**src/rtl/la_capture_sequencer.sv**
```systemverilog
// la_capture_sequencer
//
// Sequencing controller for the logic analyzer edge capture path. After an
// arm request it waits for a masked trigger pattern on the four probe inputs,
// then records every probe edge together with a timestamp relative to the
// trigger into a small event buffer. When the buffer fills or the timestamp
// window runs out, the buffer is streamed out as bytes over valid/ready.
//
// Ports:
//   clk_i          single clock, all logic on the rising edge
//   rst_i          synchronous active-high reset
//   in_data_i      probe inputs, already synchronized to clk_i
//   arm_i          one-cycle start request (honoured in IDLE and DONE)
//   abort_i        forces a return to IDLE and discards the buffer
//   trig_mask_i    trigger bit enables
//   trig_value_i   trigger pattern
//   rd_ready_i     consumer accepts the current byte
//   rd_valid_o     rd_data_o holds a valid byte
//   rd_data_o      readout byte: timestamp first, then {4'h0, data}
//   state_o        IDLE=00, ARMED=01, CAPTURE=10, DONE=11
//   count_o        number of buffer entries stored
//   window_end_o   capture ended because the timestamp reached its maximum

module la_capture_sequencer #(
  parameter int DEPTH = 8,
  parameter int TS_W  = 8
) (
  input  logic                   clk_i,
  input  logic                   rst_i,
  input  logic [3:0]             in_data_i,
  input  logic                   arm_i,
  input  logic                   abort_i,
  input  logic [3:0]             trig_mask_i,
  input  logic [3:0]             trig_value_i,
  input  logic                   rd_ready_i,
  output logic                   rd_valid_o,
  output logic [7:0]             rd_data_o,
  output logic [1:0]             state_o,
  output logic [$clog2(DEPTH):0] count_o,
  output logic                   window_end_o
);

  localparam int AW = $clog2(DEPTH);
  localparam int CW = AW + 1;
  localparam int IW = AW + 2;
  localparam int EW = TS_W + 4;
  localparam logic [CW-1:0] FULL = CW'(DEPTH);

  typedef enum logic [1:0] {
    IDLE    = 2'b00,
    ARMED   = 2'b01,
    CAPTURE = 2'b10,
    DONE    = 2'b11
  } state_e;

  state_e          state_q, state_d;
  logic [CW-1:0]   count_q, count_d;
  logic [TS_W-1:0] ts_q, ts_d;
  logic [3:0]      prev_q, prev_d;
  logic [IW-1:0]   rdIdx_q, rdIdx_d;
  logic            windowEnd_q, windowEnd_d;
  logic [7:0]      rdData_q, rdData_d;
  logic [EW-1:0]   buf_q [DEPTH];

  logic            wrEn;
  logic [EW-1:0]   wrEntry;
  logic            trigHit;
  logic            rdValid;
  logic [EW-1:0]   rdEntry;

  // A masked-off bit never blocks the trigger, so a zero mask fires on the
  // very first ARMED cycle.
  assign trigHit = (((in_data_i ^ trig_value_i) & trig_mask_i) == 4'h0);

  // Each stored entry yields two bytes, so readout is live while the byte
  // index is below twice the entry count.
  assign rdValid = (state_q == DONE) && (rdIdx_q < {count_q, 1'b0});

  // Next-state logic for the sequencer. Abort is checked before anything
  // else so it wins over arm, trigger and readout in the same cycle. In
  // CAPTURE a filling write takes precedence over the timestamp window, which
  // keeps window_end low when both land on the same cycle. The readout byte
  // is registered, so it is preloaded from the index the DONE state will
  // have next cycle; this makes the first byte valid in the first DONE cycle
  // and keeps it steady while the consumer stalls.
  always_comb begin
    state_d     = state_q;
    count_d     = count_q;
    ts_d        = ts_q;
    prev_d      = prev_q;
    rdIdx_d     = rdIdx_q;
    windowEnd_d = windowEnd_q;
    rdData_d    = rdData_q;
    wrEn        = 1'b0;
    wrEntry     = {ts_q, in_data_i};
    rdEntry     = '0;

    if (abort_i) begin
      state_d     = IDLE;
      count_d     = '0;
      rdIdx_d     = '0;
      windowEnd_d = 1'b0;
    end else begin
      case (state_q)
        IDLE, DONE: begin
          if (arm_i) begin
            state_d     = ARMED;
            count_d     = '0;
            rdIdx_d     = '0;
            windowEnd_d = 1'b0;
          end else if (rdValid && rd_ready_i) begin
            rdIdx_d = rdIdx_q + IW'(1);
          end
        end
        ARMED: begin
          prev_d = in_data_i;
          if (trigHit) begin
            wrEn    = 1'b1;
            wrEntry = {{TS_W{1'b0}}, in_data_i};
            ts_d    = TS_W'(1);
            count_d = CW'(1);
            state_d = CAPTURE;
          end
        end
        CAPTURE: begin
          ts_d   = ts_q + TS_W'(1);
          prev_d = in_data_i;
          if (in_data_i != prev_q) begin
            wrEn    = 1'b1;
            count_d = count_q + CW'(1);
          end
          if (wrEn && (count_d == FULL)) begin
            state_d = DONE;
          end else if (ts_q == '1) begin
            state_d     = DONE;
            windowEnd_d = 1'b1;
          end
        end
        default: begin
          state_d = IDLE;
        end
      endcase
    end

    rdEntry = buf_q[rdIdx_d[AW:1]];
    if ((state_d == DONE) && (rdIdx_d < {count_d, 1'b0})) begin
      rdData_d = rdIdx_d[0] ? {4'h0, rdEntry[3:0]} : rdEntry[EW-1:4];
    end
  end

  // Control registers. Reset returns everything to an idle, empty sequencer
  // with the read port quiet.
  always_ff @(posedge clk_i) begin
    if (rst_i) begin
      state_q     <= IDLE;
      count_q     <= '0;
      ts_q        <= '0;
      prev_q      <= '0;
      rdIdx_q     <= '0;
      windowEnd_q <= 1'b0;
      rdData_q    <= '0;
    end else begin
      state_q     <= state_d;
      count_q     <= count_d;
      ts_q        <= ts_d;
      prev_q      <= prev_d;
      rdIdx_q     <= rdIdx_d;
      windowEnd_q <= windowEnd_d;
      rdData_q    <= rdData_d;
    end
  end

  // Event buffer. Entries are appended at the current count, so they come
  // out in capture order. Contents need no reset because count gates reads.
  always_ff @(posedge clk_i) begin
    if (!rst_i && wrEn) begin
      buf_q[count_q[AW-1:0]] <= wrEntry;
    end
  end

  assign rd_valid_o   = rdValid;
  assign rd_data_o    = rdData_q;
  assign state_o      = state_q;
  assign count_o      = count_q;
  assign window_end_o = windowEnd_q;

endmodule
```
**config.mk**
```make
export PLATFORM = sky130hd
export DESIGN_NAME = la_capture_sequencer
export DESIGN_NICKNAME = d
export VERILOG_FILES = /design/src/rtl/la_capture_sequencer.sv
export SDC_FILE = /design/constraint.sdc
export NUM_CORES = 1
export LEC_CHECK = 0
export CAP_MARGIN = 20
export CORE_MARGIN = 3
export CORE_UTILIZATION = 50
export DETAILED_ROUTE_END_ITERATION = 7
export PLACE_DENSITY = 0.78
export SETUP_SLACK_MARGIN = 0.5
export SYNTH_ARGS = -nofsm -noshare
export SYNTH_HDL_FRONTEND = slang
export SYNTH_SLANG_ARGS = --single-unit
```
**constraint.sdc**
```tcl
create_clock -name clk_i -period 3.21 [get_ports clk_i]
set_clock_uncertainty 0.2 [all_clocks]
set_input_delay 0.642 -clock clk_i [delete_from_list [all_inputs] [get_ports clk_i]]
set_output_delay 0.642 -clock clk_i [all_outputs]
set_load 0.05 [all_outputs]
```
==> results.sh, run 1 <==
export IMPL_path_delay_family="buffers and inverters"
export IMPL_worstMarginPinSlew_ps=625
export IMPL_placed_area_sq_um=7070
export IMPL_gp_congestion=0.964
export IMPL_clock_path_buffers=2
export IMPL_track_usage_pct=25.5
export IMPL_netlist_area_sq_um=5930
export IMPL_worstSetupEndpointType="flip-flop"
export IMPL_path_class="input port to flip-flop"
export IMPL_area_growth_pct=36.7
export IMPL_core_area_sq_um=11500
export IMPL_cp_num_buf_inv=11
export IMPL_cts_tree="built"
export IMPL_port_buffers=32
export IMPL_crit_path_cell_trace="clkdlybuf4s50_1, xor2_1, a22oi_2, a21boi_2, a22oi_1, o22ai_1, nand2b_1, buf_4, buf_4, buf_4, buf_4, buf_4, buf_4, buf_4, buf_4, buf_4, buf_4, nor2_1"
export IMPL_critPathRequiredTime_ps=3360
export IMPL_drtIter0Drc=403
export IMPL_layout_nets=651
export IMPL_first_pass_iters=5
export IMPL_ys_warn_count=0
export IMPL_yosys_top_cells_area="edfxtp_1 49%, dfxtp_1 11%, mux2i_1 5.1%, nand2_1 4.1%, a21oi_1 3.5%"
export IMPL_regArea_sq_um=3540
export IMPL_cp_max_fo=3
export IMPL_critPathMostFrequentCell="buf_4"
export IMPL_hp_class="flip-flop to flip-flop"
export IMPL_cp_start_kind="input port"
export IMPL_multiInputGateArea_sq_um=2480
export IMPL_finalCritPeriodShare_pct=97.6
export IMPL_die_area_sq_um=13200
export IMPL_power_uw=4030
export IMPL_clock_sinks=128
export IMPL_status="complete, no violations"
export IMPL_grt_pass1_vias=4598
export IMPL_hpwlAfterDp_um=10400
export IMPL_grt_pass1_wl_um=25000
export IMPL_preCtsSetupSlack_ps=-670
export IMPL_io_pins=33
export IMPL_fin_ws_ps=77.3
export IMPL_layout_drive_gt1_share_pct=29.5
export IMPL_fin_crit_ps=3130
export IMPL_leakagePower_uw=0.00292
export IMPL_clk_pin_slew_ps=50
export IMPL_powerDensity_nw_per_um2=496
export IMPL_synth_top_cell_area_share_pct=48.6
export IMPL_h_tree_depth=4
export IMPL_cts_buffers=17
export IMPL_die_h_um=115
export IMPL_die_w_um=115
export IMPL_antenna_left=0
export IMPL_grt_max_degree=24
export IMPL_start_util_pct=51.5
export IMPL_synth_seq_area_share_pct=59.4
export IMPL_diodes=0
export IMPL_max_cap_violations=0
export IMPL_finalHoldViolations=0
export IMPL_route_vias_total=4566
export IMPL_syn_nets=526
export IMPL_cts_root_buf="clkbuf_16"
export IMPL_ir_worst_vdd_uv=357
export IMPL_antenna_found_initial=0
export IMPL_grt_ovfl_total=0
export IMPL_grt_setup_unrepaired="true"
export IMPL_via_per_inst=5.88
export IMPL_yosysUniqueCellTypes=63
export IMPL_fmax_ghz=0.319
export IMPL_synth_area_per_cell_sq_um=12.0
export IMPL_drv_slew=0
export IMPL_rows=39
export IMPL_async_flop_share_pct=0
export IMPL_maxSlewHeadroom_pct=58.3
export IMPL_synth_edf_count=96
export IMPL_syn_inst=496
export IMPL_design_area_sq_um=8110
export IMPL_drt_total_wl_um=16300
export IMPL_routedWlPerCell_um=21.0
export IMPL_n_fill_cell=786
export IMPL_synth_ff_type="edfxtp_1"
export IMPL_yosysTopAreaCell="edfxtp_1"
export IMPL_clkLatencyLatePin_ps=420
export IMPL_drc=0
export IMPL_max_stage_delay_ps=490
export IMPL_ys_ff_latch=128
export IMPL_slowest_stage="clkdlybuf4s50_1"
export IMPL_worstPathArrival_ps=3280
export IMPL_setup_violations=0
registers in the layout, summed over array words and instances, names as in the netlist:
register      cells
ts_q              8
buf_q            96
rd_data_o         8
prev_q            4
state_o           2
window_end_o      1
rdIdx_q           5
count_o           4
per-stage QoR:
| step | hold WS (ps) | setup TNS, ps | utilization [%] | std cells |
|---|---|---|---|---|
| 2_1_floorplan | 249 | -4440 | - | 496 |
| 6_report | 279 | 0 | 70.4 | 777 |
| 3_5_place_dp | 264 | -7810 | 61.4 | 720 |
| 4_1_cts | 282 | 0 | 69.8 | 775 |
| 3_3_place_gp | 257 | -5170 | 61.4 | 720 |
| 5_1_grt | 290 | -322 | 70.4 | 777 |
area by class of cell:
cell class | count | share of cell area [%]
clock inverters | 11 | 2.28
multi-input cells | 334 | 30.6
well taps | 143 | 2.21
repair buffers | 130 | 15.1
clock buffers | 21 | 5.68
inverters | 10 | 0.540
flip-flops and latches | 128 | 43.6
metal layers:
metal	vias up	global-route usage [%]	share of wire (%)
met3	37	6.05	7.5
met5	-	0	0
met1	2211	31.1	40
met4	0	11.3	2.8
met2	209	43.0	49
li1	2109	-	-
timing repair:
action / in CTS / in global routing
pin swaps: 25 / 11
buffers inserted: 23 / 2
resized for setup: 43 / 15
setup endpoints to repair: 105 / 95
hold buffers: 0 / 0
power by group:
| group | total [uW] | switching, uW | leakage, uW | internal [uW] |
|---|---|---|---|---|
| registers | 1770 | 3.45 | 0.00113 | 1770 |
| clock network | 2100 | 691 | 0.000304 | 1410 |
| logic | 157 | 83.4 | 0.00149 | 73.7 |
| total | 4030 | 777 | 0.00292 | 3250 |
cell usage after synthesis (all sizes together), types with 3 or more instances:
master    n
mux2i    30
inv       9
ha       13
buf      11
nand2b    8
o21ai    11
nor2     31
a211o     5
nand3     6
edfxtp   96
xor2      7
a32o      8
a2bb2oi   4
xnor2     9
a21oi    42
nand4     3
dfxtp    32
a221oi    5
mux2      4
nor2b     8
and2     11
nand2    66
nor3      8
and3      5
a22oi    10
clkbuf   13
a22o      4
path summary, 6_finish.rpt:
| check | startpoint | endpoint | slack (ps) | cells after the start |
|---|---|---|---|---|
| max | trig_value_i[1] | count_o[1] | 80 | 18 |
| min | rd_data_o[0] | rd_data_o[0] | 280 | 1 |
| max reg2reg | count_o[3] | rd_data_o[3] | 110 | 16 |
| min reg2reg | rd_data_o[0] | rd_data_o[0] | 280 | 1 |
cells by family (layout without fill, tap and decap cells):
group	after synthesis	in the layout	share of synthesized area [%]
adder cells (fa/ha/maj)	13	13	2.74
AND/OR/NAND/NOR	157	157	12.6
XOR/XNOR	16	16	2.36
multiplexers	34	34	5.82
AO/OA/AOI/OAI	114	114	14.1
buffers and inverters	34	172	3.04
flip-flops	128	128	59.4
cell usage in the layout (no fill, tap or decap), types with 6 or more instances in the layout:
| cell | synthesis | layout |
|---|---|---|
| edfxtp_1 | 96 | 96 |
| buf_4 | 3 | 80 |
| nand2_1 | 65 | 64 |
| a21oi_1 | 41 | 38 |
| mux2i_1 | 30 | 30 |
| nor2_1 | 31 | 28 |
| dfxtp_1 | 32 | 26 |
| clkdlybuf4s50_1 | 0 | 24 |
| clkbuf_16 | 0 | 17 |
| buf_12 | 0 | 12 |
| and2_1 | 11 | 10 |
| a22oi_1 | 10 | 8 |
| o21ai_0 | 11 | 8 |
| a32o_1 | 8 | 8 |
| xor2_1 | 7 | 7 |
| xnor2_1 | 9 | 6 |
| nand2b_1 | 7 | 6 |
| inv_1 | 9 | 6 |
| ha_1 | 13 | 6 |
| buf_6 | 5 | 6 |
No activity file was read; power rests on OpenSTA's default activity.
==> run 2: changes to the inputs <==
- CTS_BUF_LIST: default -> sky130_fd_sc_hd__clkbuf_2 sky130_fd_sc_hd__clkbuf_4 sky130_fd_sc_hd__clkbuf_8
- SLEW_MARGIN: default -> 20
==> run 2 against run 1 <==
Net effect: flip-flop and latch count did not move; non-clock buffer count shrank 6; clock power fell by 24%; worst setup slack better by 34 ps; highest routed layer unchanged; largest power group is now registers; clock-buffer cell count stayed put; largest cell class unchanged; hold slack better by 4.4 ps; combinational power shrank 5%; routed wire length down 4.5%; critical path depth decreased by 2; die area unchanged.
==> results.sh, run 2 (same netlist as run 1, synthesis figures left out) <==
export IMPL_status="complete, no violations"
export IMPL_grt_setup_unrepaired="true"
export IMPL_cts_root_buf="clkbuf_8"
export IMPL_drc=0
export IMPL_antenna_found_initial=0
export IMPL_cp_max_fo=8
export IMPL_regToRegSetupSlack_ps=110
export IMPL_layout_nets=645
export IMPL_clkLatencyLatePin_ps=440
export IMPL_maxSlewHeadroom_pct=62.2
export IMPL_grt_pass1_vias=4653
export IMPL_routedWlPerCell_um=20.2
export IMPL_drtIter0Drc=278
export IMPL_gp_congestion=0.964
export IMPL_port_buffers=32
export IMPL_clock_path_buffers=2
export IMPL_via_per_inst=5.82
export IMPL_min_to="prev_q[3]"
export IMPL_r2r_end="rd_data_o[3]"
export IMPL_drt_total_wl_um=15600
export IMPL_largest_register_ffs=96
export IMPL_cts_buffers=17
export IMPL_leakagePower_uw=0.00282
export IMPL_track_usage_pct=24.5
export IMPL_worstSetupEndpointType="flip-flop"
export IMPL_clk_pin_slew_ps=70
export IMPL_reg2reg_depth=16
export IMPL_critPathRequiredTime_ps=3390
export IMPL_io_pins=33
export IMPL_grt_ovfl_total=0
export IMPL_setup_violations=0
export IMPL_diodes=0
export IMPL_h_tree_depth=4
export IMPL_first_pass_iters=4
export IMPL_cp_start_kind="flip-flop"
export IMPL_fmax_ghz=0.323
export IMPL_max_cap_violations=0
export IMPL_fin_crit_ps=3100
export IMPL_layout_common_cells="96 x edfxtp_1, 74 x buf_4, 64 x nand2_1"
export IMPL_mostFrequentLayoutCell="edfxtp_1"
export IMPL_start_util_pct=51.5
export IMPL_die_w_um=115
export IMPL_finish_utilization_pct=68.4
export IMPL_worstPathArrival_ps=3280
export IMPL_clock_sinks=128
export IMPL_grt_max_degree=24
export IMPL_worstMarginPinSlew_ps=567
export IMPL_cts_tree="built"
export IMPL_ctsHoldBuffers=0
export IMPL_hp_class="flip-flop to flip-flop"
export IMPL_die_area_sq_um=13200
export IMPL_hpwlAfterDp_um=10400
export IMPL_fin_ws_ps=111
export IMPL_preCtsSetupSlack_ps=-670
export IMPL_drv_slew=0
export IMPL_grt_pass1_wl_um=24300
export IMPL_route_vias_total=4490
export IMPL_rows=39
export IMPL_layout_drive_gt1_share_pct=28.3
export IMPL_worstHoldPathCells=2
export IMPL_finalHoldViolations=0
export IMPL_ir_worst_vdd_uv=219
export IMPL_fin_setup_tns_ps=0
export IMPL_area_growth_pct=32.7
export IMPL_antenna_left=0
export IMPL_finalCritPeriodShare_pct=96.5
export IMPL_rr_startpoint="count_o[3]"
export IMPL_core_area_sq_um=11500
export IMPL_hp_start="prev_q[3]"
export IMPL_powerDensity_nw_per_um2=446
export IMPL_die_h_um=115
export IMPL_path_class="flip-flop to flip-flop"
-- run 2: cell count changes in the layout (fill, tap and decap cells not counted), sizes merged --
cell           previous run  this run
buf                      99        92
clkdlybuf4s15             2         0
dlymetal6s2s              0         2
clkdlybuf4s50            24        25
-- run 2: worst max path at each step --
stage / from / endpoint / cells past startpoint
global placement: in_data_i[1] / rd_data_o[6] / 15
global route: count_o[3] / rd_data_o[1] / 16
CTS: count_o[3] / rd_data_o[5] / 15
floorplan: count_o[1] / rd_data_o[6] / 16
detailed placement: in_data_i[1] / rd_data_o[3] / 13
finish: count_o[3] / rd_data_o[3] / 16
-- run 2: layout make-up --
cell class                      instances  area, sq um
Multi-Input combinational cell        334         2450
Timing Repair Buffer                  124         1200
Sequential cell                       128         3540
Inverter                               10         43.8
Fill cell                             832         3640
Tap cell                              143          179
Clock inverter                         11          185
Clock buffer                           21          277
-- run 2: report_power, final --
group          leakage [uW]  internal, uW  switching (uW)
sequential          0.00113          1760            2.61
combinational       0.00147          70.7            78.4
clock              0.000224           977             622
-- run 2: per-layer routing --
layer / vias up / part of all wire (%) / wire length, um / global-route usage (%)
li1: 2086 / - / - / -
met1: 2213 / 42 / 6540 / 30.1
met2: 161 / 50 / 7750 / 42.1
met3: 30 / 5.6 / 875 / 4.89
met4: 0 / 2.4 / 380 / 10.3
met5: - / 0 / 0 / 0
-- run 2: metrics by stage --
stage	instance area, sq um	hold slack [ps]	total power (uW)	cells
finish	7880	283	3510	771
CTS	7800	278	3520	770
global placement	7070	257	1930	720
floorplan	6020	249	1860	496
global route	7880	294	3600	771
detailed placement	7070	264	1940	720
-- run 2: repair_timing --
action	CTS	global route
gates cloned	0	1
pin swaps	22	9
endpoints found under the setup margin	105	98
gates resized for setup	37	11
buffers inserted	18	0
-- run 2: critical path: stages, from the launching register on --
cell,delay [ps]
dfxtp_4,360
inv_4,30
ha_4,140
nand2b_4,140
a2111o_1,400
nand2_4,100
nand3_2,70
mux2i_1,120
o2bb2ai_1,140
nor2b_4,190
ha_4,220
a211oi_2,160
o21ai_1,100
nor2_2,130
and3b_1,200
buf_6,150
a32o_1,170
